**src/rtl/ram_router.sv**
```systemverilog
// Registered RAM/peripheral request router: decodes an access to one of N_CH channels or the
// internal status word. Optional watchdog enabled by defining RAM_ROUTER_TIMEOUT_EN.
module ram_router #(
  parameter int            ADDR_W      = 16,
  parameter int            DATA_W      = 16,
  parameter int            SEL_W       = 1,
  parameter logic [15:0]   STATUS_ADDR = 16'hBF01,
  parameter int            TIMEOUT_CYC = 255,
  localparam int           N_CH        = 2 ** SEL_W
) (
  input  logic                   clk,
  input  logic                   rst,
  input  logic                   mem_rd,
  input  logic                   mem_wr,
  input  logic                   init_mem_wr,
  input  logic [ADDR_W-1:0]      addr,
  input  logic                   uart_received_data,
  input  logic [N_CH-1:0]        ch_work_done,
  input  logic [N_CH*DATA_W-1:0] ch_feedback,
  output logic [N_CH-1:0]        ch_need_to_work,
  output logic                   work_done,
  output logic [DATA_W-1:0]      feedback,
  output logic                   busy,
  output logic                   err
);

  typedef enum logic [1:0] {
    S_IDLE = 2'd0,
    S_BUSY = 2'd1,
    S_DONE = 2'd2
  } state_t;

  localparam logic [N_CH-1:0] ONE_HOT_0 = {{(N_CH-1){1'b0}}, 1'b1};

  state_t              r_state;
  state_t              w_state_nxt;
  logic [SEL_W-1:0]    r_sel;
  logic [SEL_W-1:0]    w_sel_nxt;
  logic [N_CH-1:0]     r_need;
  logic [N_CH-1:0]     w_need_nxt;
  logic [DATA_W-1:0]   r_feedback;
  logic [DATA_W-1:0]   w_feedback_nxt;
  logic                r_work_done;
  logic                r_busy;

  logic                w_req;
  logic                w_is_status;
  logic [SEL_W-1:0]    w_addr_sel;
  logic                w_sel_done;
  logic [DATA_W-1:0]   w_sel_data;
  logic [DATA_W-1:0]   w_status_word;

  assign w_req         = mem_rd | mem_wr | init_mem_wr;
  assign w_is_status   = (addr == ADDR_W'(STATUS_ADDR));
  assign w_addr_sel    = addr[ADDR_W-1 -: SEL_W];
  assign w_sel_done    = ch_work_done[r_sel];
  assign w_sel_data    = ch_feedback[r_sel*DATA_W +: DATA_W];
  assign w_status_word = {{(DATA_W-2){1'b1}}, uart_received_data, 1'b1};

`ifdef RAM_ROUTER_TIMEOUT_EN
  localparam int               CNT_W   = $clog2(TIMEOUT_CYC + 1);
  localparam logic [CNT_W-1:0] CNT_TOP = CNT_W'(TIMEOUT_CYC - 1);
  logic [CNT_W-1:0] r_cnt;
  logic [CNT_W-1:0] w_cnt_nxt;
  logic             r_err;
  logic             w_err_nxt;
`endif

  // Next-state and next-register-value decode for the access FSM
  always_comb begin
    w_state_nxt    = r_state;
    w_sel_nxt      = r_sel;
    w_need_nxt     = r_need;
    w_feedback_nxt = r_feedback;
`ifdef RAM_ROUTER_TIMEOUT_EN
    w_cnt_nxt      = r_cnt;
    w_err_nxt      = r_err;
`endif
    case (r_state)
      S_IDLE: begin
        if (w_req) begin
          w_sel_nxt = w_addr_sel;
          if (w_is_status) begin
            w_feedback_nxt = w_status_word;
            w_state_nxt    = S_DONE;
          end else begin
            w_need_nxt  = ONE_HOT_0 << w_addr_sel;
            w_state_nxt = S_BUSY;
`ifdef RAM_ROUTER_TIMEOUT_EN
            w_cnt_nxt   = '0;
`endif
          end
        end else begin
          w_state_nxt = S_IDLE;
        end
      end
      S_BUSY: begin
        // Completion is checked first so it wins over a simultaneous watchdog expiry
        if (w_sel_done) begin
          w_feedback_nxt = w_sel_data;
          w_need_nxt     = '0;
          w_state_nxt    = S_DONE;
`ifdef RAM_ROUTER_TIMEOUT_EN
        end else if (r_cnt == CNT_TOP) begin
          w_feedback_nxt = '1;
          w_need_nxt     = '0;
          w_err_nxt      = 1'b1;
          w_state_nxt    = S_DONE;
        end else begin
          w_cnt_nxt = r_cnt + CNT_W'(1);
`else
        end else begin
          w_state_nxt = S_BUSY;
`endif
        end
      end
      S_DONE: begin
        if (!w_req) begin
          w_state_nxt = S_IDLE;
        end else begin
          w_state_nxt = S_DONE;
        end
      end
      default: begin
        w_state_nxt = S_IDLE;
        w_need_nxt  = '0;
      end
    endcase
  end

  // State and registered outputs; handshake flags follow the next state
  always_ff @(posedge clk) begin
    if (rst) begin
      r_state     <= S_IDLE;
      r_sel       <= '0;
      r_need      <= '0;
      r_feedback  <= '0;
      r_work_done <= 1'b0;
      r_busy      <= 1'b0;
    end else begin
      r_state     <= w_state_nxt;
      r_sel       <= w_sel_nxt;
      r_need      <= w_need_nxt;
      r_feedback  <= w_feedback_nxt;
      r_work_done <= (w_state_nxt == S_DONE);
      r_busy      <= (w_state_nxt != S_IDLE);
    end
  end

`ifdef RAM_ROUTER_TIMEOUT_EN
  // Watchdog counter and sticky error flag
  always_ff @(posedge clk) begin
    if (rst) begin
      r_cnt <= '0;
      r_err <= 1'b0;
    end else begin
      r_cnt <= w_cnt_nxt;
      r_err <= w_err_nxt;
    end
  end
  assign err = r_err;
`else
  assign err = 1'b0;
`endif

  assign ch_need_to_work = r_need;
  assign work_done       = r_work_done;
  assign feedback        = r_feedback;
  assign busy            = r_busy;

endmodule
```
**config.mk**
```make
export PLATFORM = sky130hd
export DESIGN_NAME = ram_router
export DESIGN_NICKNAME = d
export VERILOG_FILES = /design/src/rtl/ram_router.sv
export SDC_FILE = /design/constraint.sdc
export NUM_CORES = 1
export LEC_CHECK = 0
export CAP_MARGIN = 20
export CORE_MARGIN = 2
export CORE_UTILIZATION = 39
export DETAILED_ROUTE_END_ITERATION = 10
export GPL_ROUTABILITY_DRIVEN = 1
export PLACE_DENSITY = 0.84
export SLEW_MARGIN = 5
export SYNTH_ARGS = -nofsm -noshare
export SYNTH_HDL_FRONTEND = slang
export SYNTH_SLANG_ARGS = --single-unit
```
**constraint.sdc**
```tcl
create_clock -name clk -period 2.35 [get_ports clk]
set_input_delay 0.47 -clock clk [delete_from_list [all_inputs] [get_ports clk]]
set_output_delay 0.47 -clock clk [all_outputs]
set_load 0.02 [all_outputs]
```
# Yosys cells after proc, flatten, opt, wreduce, memory -nomap -nowiden
# Cells that the tools add are included.
totals:
  word_cells: 41
  inputBits: 56
  out_inout_bits: 21
  ff_bits: 23
classes:
  bitwise_logic: 3
  magnitude_cmp: 1
  n_reduce_logical: 6
  n_mux: 15
  n_shift: 2
  eq_ne: 8
op_table:
  columns: ["cell", "count"]
  rows:
  - ["$mux W16", 3]
  - ["$pmux W16 S2", 1]
  - ["$shiftx A32 B6 Y16", 1]
  - ["$eq A16 B16 Y1 const B", 1]
  - ["$mux W2", 7]
  - ["$pmux W2 S3", 2]
  - ["$ne A2 B2 Y1 const B", 4]
  - ["$reduce_and A4 Y1", 2]
  - ["$eq A2 B2 Y1 const B", 2]
  - ["$reduce_bool A2 Y1", 2]
  - ["$eq A2 B1 Y1 const B", 1]
  - ["$logic_not A2 Y1", 1]
  - ["$lt A1 B2 Y1 const B", 1]
  - ["$mux W1", 2]
  - ["$or A1 B1 Y1", 2]
  - ["$reduce_and A2 Y1", 1]
  - ["$shl A1 B1 Y2 const A", 1]
  - ["$not A1 Y1", 1]

# Logic depth before layout (Yosys ltp)
# Gate-level depths: netlist of run 1.
depth:
  depth_word: 5
  mapped_depth: 6

# Worst setup path before layout of run 1
# Ideal clock, no wire load.
synth_timing:
  kind: "input port to flip-flop"
  start: "input addr[3]"
  end: "register r_feedback[1], in the netlist feedback[1]"
  t_required_ns: 2.280
  arrival_time_ns: 1.567
  n_path_buf: 0
  slack_ns: 0.712
  setup_ns: 0.070
  stages: 4
  cell_sequence: "nor4_4 > a41oi_1 > or4_1 > a21oi_1"
synth_via:
  elab_chain_cells: 3
synth_lines:
  columns: ["element", "line", "rtl"]
  rows:
  - ["start, declared", "16", "input logic [ADDR_W-1:0] addr,"]
  - ["$eq A16 B16 Y1", "54", "assign w_is_status = (addr == ADDR_W'(STATUS_ADDR));"]
  - ["$ne A2 B2 Y1 (no source line)", null, null]
  - ["$reduce_and A4 Y1 (no source line)", null, null]
  - ["end signal, assigned", "144", "r_feedback <= w_feedback_nxt;"]
  - ["end, declared", "41", "logic [DATA_W-1:0] r_feedback;"]
# No other way between the ends.
# A chain may end at the register's enable or synchronous reset.

# Final worst setup path of run 1
layout_timing:
  start: "input addr[3]"
  end: "register r_feedback[8], in the netlist feedback[8]"
# The elaborated chain is that of the path after synthesis.

==> results of run 1 <==
[Yosys cell counts]
library cell / n
dfxtp_1: 23
a21oi_1: 17
mux2i_1: 16
a311oi_1: 15
nor2_1: 11
buf_4: 4
clkbuf_1: 3
o21ai_0: 3
a31oi_1: 2
a41o_1: 2
and4bb_2: 2
buf_1: 2
buf_6: 2
nand2_1: 2
nor3b_1: 2
nor4b_1: 2
a211oi_1: 1
a22oi_1: 1
a2bb2oi_2: 1
a41oi_1: 1
and2b_1: 1
and4_1: 1
conb_1: 1
inv_1: 1
mux2_4: 1
nand2b_1: 1
nand4_1: 1
nor2b_1: 1
nor3_1: 1
nor3_2: 1
nor4_4: 1
o2bb2ai_2: 1
or2_1: 1
or4_1: 1
[cell usage in the layout, fill, tap and decap left out, types with 2 or more instances in the layout]
| cell | count |
|---|---|
| dfxtp_1 | 23 |
| o21ai_0 | 3 |
| nor3b_1 | 2 |
| and4bb_2 | 2 |
| nor4b_1 | 2 |
| a311oi_1 | 15 |
| a31oi_1 | 2 |
| buf_4 | 7 |
| clkbuf_4 | 3 |
| a41o_1 | 2 |
| nor2_1 | 10 |
| clkdlybuf4s50_1 | 75 |
| nand2_1 | 2 |
| mux2i_1 | 16 |
| a21oi_1 | 17 |
[through the flow]
stage | worst slack, ps | hold slack [ps]
2_1_floorplan | 712 | 554
3_3_place_gp | -73.1 | 468
3_5_place_dp | -203 | 499
4_1_cts | 116 | 517
5_1_grt | 250 | 536
6_report | 361 | 520
[timing repair]
item | in CTS | in global routing
endpoints found under the setup margin | 0 | 10
hold endpoints to repair | 0 | 0
setup buffers | 0 | 0
resized for setup | 0 | 1
[flip-flops by register name, indices dropped and copies added (netlist names)]
register / flops
busy: 1
r_sel: 1
work_done: 1
feedback: 16
ch_need_to_work: 2
r_state: 2
[worst min-delay path by stage]
| stage | end | slack (ps) | start | cells after the start |
|---|---|---|---|---|
| floorplan | feedback[1]$_SDFFE_PP0P_ | 550 | feedback[1]$_SDFFE_PP0P_ | 2 |
| finish | feedback[1]$_SDFFE_PP0P_ | 520 | feedback[1]$_SDFFE_PP0P_ | 2 |
| CTS | feedback[1]$_SDFFE_PP0P_ | 520 | feedback[1]$_SDFFE_PP0P_ | 2 |
| global placement | feedback[1]$_SDFFE_PP0P_ | 470 | feedback[1]$_SDFFE_PP0P_ | 2 |
| detailed placement | feedback[1]$_SDFFE_PP0P_ | 500 | feedback[1]$_SDFFE_PP0P_ | 2 |
| global route | feedback[1]$_SDFFE_PP0P_ | 540 | feedback[1]$_SDFFE_PP0P_ | 2 |
[worst max-delay path: stages]
cell and delay [ps]:
clkdlybuf4s50_1 440, nor4_4 300, a41oi_1 210, nor2_2 510, a311oi_1 200
[area by class of cell]
| type | instances | area (sq um) |
|---|---|---|
| fillers | 256 | 987 |
| repair buffers | 82 | 803 |
| multi-input cells | 91 | 691 |
| flip-flops and latches | 23 | 460 |
| well taps | 44 | 55.1 |
| clock buffers | 3 | 22.5 |
| clock inverters | 1 | 5.00 |
| inverters | 1 | 3.75 |
[kinds of logic after synthesis]
group,after synthesis,share of synthesized area (%)
buffers and inverters,12,6.13
AND/OR/NAND/NOR,29,15.6
flip-flops,23,37.6
multiplexers,17,14.3
other,1,0.306
AO/OA/AOI/OAI,44,26.0
[power by group through the flow]
stage	sequential, mW	combinational (mW)	clock, mW
final	0.471	0.473	0.180
after global routing	0.476	0.506	0.197
after detailed placement	0.479	0.471	0
after floorplan	0.525	0.206	0
after global placement	0.477	0.455	0
after CTS	0.470	0.473	0.183
[routing by layer]
metal  share of wire (%)  up-vias  routed length (microns)
met5                   0        -                        0
met4                0.80        0                       29
met3                 9.8        4                      355
met2                  49       66                     1790
met1                  40      610                     1450
li1                    -      640                        -
==> impl_metrics.env, run 1 <==
export IMPL_grt_overflow_total=0
export IMPL_drt_pass1_iterations=4
export IMPL_worstSkewPairLatency_ps=310
export IMPL_min_period_over_period_pct=84.6
export IMPL_num_antenna_cells=0
export IMPL_outcome="complete, no violations"
export IMPL_endpoint="feedback[8]$_SDFFE_PP0P_"
export IMPL_rrSetupSlack_ps=530
export IMPL_tritoncts="done"
export IMPL_drt_iter0_drc=22
export IMPL_ys_seq_elements=23
export IMPL_cap_violations=0
export IMPL_power_frac_clock_pct=16.0
export IMPL_fin_cells=245
export IMPL_totalWireLength_microns=3630
export IMPL_internal_power_uw=751
export IMPL_start_util_pct=40.4
export IMPL_hpwl_microns=2850
export IMPL_vias=1320
export IMPL_ys_seq_area_share_pct=37.6
export IMPL_syn_num_nets=182
export IMPL_layout_drive_gt1_share_pct=9.45
export IMPL_holdBufCountCts=0
export IMPL_synth_distinct_cells=34
export IMPL_crit_path_max_fanout=15
export IMPL_drc=0
export IMPL_synth_top_cell_by_area="dfxtp_1"
export IMPL_synthCells=126
export IMPL_critPathLaunch="addr[3]"
export IMPL_power_switching_uw=372
export IMPL_seq_power_share_pct=41.9
export IMPL_clockBufferDepth=2
export IMPL_groute_layer_met3_usage_pct=6.06
export IMPL_boundaryPins=77
export IMPL_crit_path_start_kind="primary input"
export IMPL_vias_per_cell=5.39
export IMPL_core_sq_mm=0.00303
export IMPL_htreeDepth=1
export IMPL_busiest_layer="met2"
export IMPL_hold_path_class="flop to flop"
export IMPL_ant_nets=0
export IMPL_dp_cells=241
export IMPL_yosysTopAreaCellShare_pct=37.6
export IMPL_num_rows=20
export IMPL_period_minus_slack_ps=1990
export IMPL_fin_nets=258
export IMPL_power_frac_comb_pct=42.1
export IMPL_fmax_ghz=0.503
export IMPL_slew_headroom_pct=59.6
export IMPL_synth_avg_cell_area_sq_um=9.71
export IMPL_ir_drop_uv=250
export IMPL_reg2reg_from="r_state[0]$_SDFF_PP0_"
export IMPL_ys_warn_count=0
export IMPL_worst_ep_required_time_ps=2510
export IMPL_use_met1_pct=23.2
export IMPL_syn_cell_area_sq_mm=0.00122
export IMPL_portBuffers=75
export IMPL_antenna_found_initial=0
export IMPL_grt_pass1_wl_microns=5690
export IMPL_ctsRootBufferMaster="clkbuf_4"
export IMPL_die_x_microns=60.0
export IMPL_place_area_sq_mm=0.00201
export IMPL_use_met2_pct=37.3
export IMPL_grt_usage_pct=20.7
export IMPL_final_util_pct=67.4
export IMPL_cts_sinks=23
export IMPL_switching_share_pct=33.1
export IMPL_p_per_area_mw_per_mm2=551
export IMPL_clkTransAtPathRegs_ps=130
export IMPL_r2r_end="feedback[8]$_SDFFE_PP0P_"
export IMPL_tns_ps=0
export IMPL_r2r_cells=6
export IMPL_rsz0062_at_grt="no"
export IMPL_worstSetupPathType="primary input to flop"
export IMPL_drv_slew=0
export IMPL_place_congestion=0.773
export IMPL_cts_buffers=3
export IMPL_p_leak_nw=0.731
export IMPL_areaGrowthSynthToFinish_pct=66.8
export IMPL_wl_per_cell_microns=14.8
export IMPL_finalClockSkew_ps=11.2
export IMPL_final_area_sq_mm=0.00204
export IMPL_end_kind="flop"
export IMPL_synthTopCellsByArea="dfxtp_1 (38%), mux2i_1 (13%), a311oi_1 (11%)"
export IMPL_grt_max_degree=20
export IMPL_die_area_sq_mm=0.00360
export IMPL_finalHoldViolCount=0
export IMPL_power_mw=1.12
export IMPL_finalSetupViolCount=0
export IMPL_die_h_microns=60.0
export IMPL_first_global_vias=1268
export IMPL_arrival_ps=2150
export IMPL_tightest_slew_ps=605
No activity file was read; power rests on OpenSTA's default activity.
==> run 2, diff against run 1 <==
--- a/config.mk
+++ b/config.mk
@@ -7,10 +7,10 @@
 export LEC_CHECK = 0
 export CAP_MARGIN = 20
 export CORE_MARGIN = 2
-export CORE_UTILIZATION = 39
+export CORE_UTILIZATION = 33
 export DETAILED_ROUTE_END_ITERATION = 10
 export GPL_ROUTABILITY_DRIVEN = 1
-export PLACE_DENSITY = 0.84
+export PLACE_DENSITY = 0.75
 export SLEW_MARGIN = 5
 export SYNTH_ARGS = -nofsm -noshare
 export SYNTH_HDL_FRONTEND = slang
==> constraint.sdc (replaced) <==
create_clock -name clk -period 1.7 [get_ports clk]
set_input_delay 0.34 -clock clk [delete_from_list [all_inputs] [get_ports clk]]
set_output_delay 0.34 -clock clk [all_outputs]
set_load 0.02 [all_outputs]
==> run 2 against run 1 <==
Net effect: clock power increased by 93%; setup slack got worse by 350 ps; combinational power increased by 63%; clock skew decreased by 7.9 ps; highest routed layer unchanged; via count increased by 4.3%; critical endpoint is now feedback[2]$_SDFFE_PP0P_.
==> impl_metrics.env, run 2 (synthesis results as in run 1) <==
export IMPL_crit_path_max_fanout=8
export IMPL_grt_pass1_wl_microns=6180
export IMPL_ir_drop_uv=480
export IMPL_worst_ep_required_time_ps=1870
export IMPL_start_util_pct=33.9
export IMPL_die_x_microns=64.9
export IMPL_critPathLaunch="addr[13]"
export IMPL_min_from="addr[15]"
export IMPL_final_cell_mix="clkdlybuf4s50_1 (69), dfxtp_1 (23), mux2i_1 (16), a21oi_1 (16), buf_4 (12)"
export IMPL_fin_nets=266
export IMPL_setup_slack_ps=10.4
export IMPL_portBuffers=75
export IMPL_layout_drive_gt1_share_pct=20.6
export IMPL_ant_nets=0
export IMPL_place_area_sq_mm=0.00207
export IMPL_reg2reg_from="r_state[0]$_SDFF_PP0_"
export IMPL_grt_overflow_total=0
export IMPL_num_antenna_cells=0
export IMPL_drv_slew=0
export IMPL_hpwl_microns=2950
export IMPL_hold_path_class="primary input to flop"
export IMPL_ctsRootBufferMaster="clkbuf_8"
export IMPL_cts_sinks=23
export IMPL_end_kind="flop"
export IMPL_antenna_found_initial=0
export IMPL_r2r_end="feedback[1]$_SDFFE_PP0P_"
export IMPL_fin_cells=257
export IMPL_final_area_sq_mm=0.00225
export IMPL_die_area_sq_mm=0.00421
export IMPL_vias_per_cell=5.36
export IMPL_period_minus_slack_ps=1690
export IMPL_grt_max_degree=19
export IMPL_boundaryPins=77
export IMPL_drt_iter0_drc=43
export IMPL_tritoncts="done"
export IMPL_drt_pass1_iterations=4
export IMPL_power_frac_clock_pct=19.7
export IMPL_arrival_ps=1860
export IMPL_fmax_ghz=0.592
export IMPL_cts_buffers=3
export IMPL_htreeDepth=1
export IMPL_outcome="complete, no violations"
export IMPL_clkTransAtPathRegs_ps=80
export IMPL_tns_ps=0
export IMPL_mostFrequentLayoutCell="clkdlybuf4s50_1"
export IMPL_switching_share_pct=33.4
export IMPL_largest_register_ffs=16
export IMPL_vias=1377
export IMPL_drc=0
export IMPL_place_congestion=0.765
export IMPL_cap_violations=0
export IMPL_wl_per_cell_microns=15.9
export IMPL_internal_power_mw=1.18
export IMPL_finalHoldViolCount=0
export IMPL_r2r_cells=4
export IMPL_power_switching_uw=590
export IMPL_crit_path_start_kind="primary input"
export IMPL_die_h_microns=64.9
export IMPL_worstSkewPairLatency_ps=270
export IMPL_holdPathEnd="ch_need_to_work[1]$_SDFFE_PP0P_"
export IMPL_dp_cells=250
export IMPL_areaGrowthSynthToFinish_pct=83.6
export IMPL_totalWireLength_microns=4080
export IMPL_clockBufferDepth=2
export IMPL_num_rows=22
export IMPL_rrSetupSlack_ps=90
export IMPL_first_global_vias=1354
export IMPL_p_leak_nw=0.837
export IMPL_finalClockSkew_ps=3.34
export IMPL_min_period_over_period_pct=99.4
export IMPL_pre_cts_ws_ps=-434
export IMPL_core_sq_mm=0.00361
export IMPL_worstHoldPathCells=4
export IMPL_finalSetupViolCount=0
export IMPL_p_per_area_mw_per_mm2=786
export IMPL_seq_power_share_pct=36.8
export IMPL_final_util_pct=62.3
export IMPL_worstSetupPathType="primary input to flop"
export IMPL_grt_usage_pct=18.9
export IMPL_power_frac_comb_pct=43.6
run 2: cell count changes in the layout (fill, tap and decap cells not counted), sizes merged:
cell,previous run,this run
buf,7,15
dlymetal6s2s,0,4
clkdlybuf4s50,75,69
dlygate4sd2,0,2
run 2: stage by stage:
| stage | power (mW) | hold slack (ps) |
|---|---|---|
| floorplan | 1.01 | 478 |
| CTS | 1.69 | 500 |
| global route | 1.85 | 449 |
| global placement | 1.32 | 468 |
| finish | 1.77 | 453 |
| detailed placement | 1.35 | 491 |
run 2: metal layers:
metal | GRT usage [%] | share of wire [%] | vias up
li1 | - | - | 657
met1 | 22.2 | 40 | 660
met2 | 33.5 | 51 | 54
met3 | 4.17 | 7.4 | 6
met4 | 6.38 | 1.5 | 0
met5 | 0 | 0 | -
run 2: area by class of cell:
| cell class | count | area [sq um] |
|---|---|---|
| inverter | 1 | 3.75 |
| tap | 48 | 60.1 |
| multi-input combinational | 91 | 782 |
| sequential | 23 | 460 |
| fill | 307 | 1360 |
| clock buffer | 3 | 41.3 |
| timing repair buffer | 90 | 895 |
| clock inverter | 1 | 5.00 |
run 2: worst max path at each step:
stage | endpoint | slack, ps | cells past startpoint
after floorplan | feedback[1]$_SDFFE_PP0P_ | 190 | 4
after global placement | feedback[1]$_SDFFE_PP0P_ | -340 | 5
after detailed placement | feedback[1]$_SDFFE_PP0P_ | -430 | 5
after CTS | feedback[3]$_SDFFE_PP0P_ | -6 | 7
after global routing | feedback[2]$_SDFFE_PP0P_ | -30 | 7
final | feedback[2]$_SDFFE_PP0P_ | 10 | 7
run 2: critical path: stages:
cell	delay [ps]
clkdlybuf4s50_1	400
and4_2	270
a41oi_2	220
buf_4	160
nor2_4	50
buf_8	150
a311oi_2	270
run 2: power groups by stage:
stage	Sequential [mW]	Clock [mW]	Combinational [mW]
floorplan	0.726	0	0.284
CTS	0.649	0.344	0.696
finish	0.649	0.347	0.769
global route	0.657	0.370	0.819
global placement	0.658	0	0.665
detailed placement	0.661	0	0.685
run 2: what timing repair did:
item / CTS / global route
endpoints found under the setup margin: 16 / 16
setup buffers: 2 / 0
resized for setup: 4 / 25
cloned: 0 / 1
hold buffers: 0 / 0
pin swaps: 4 / 8
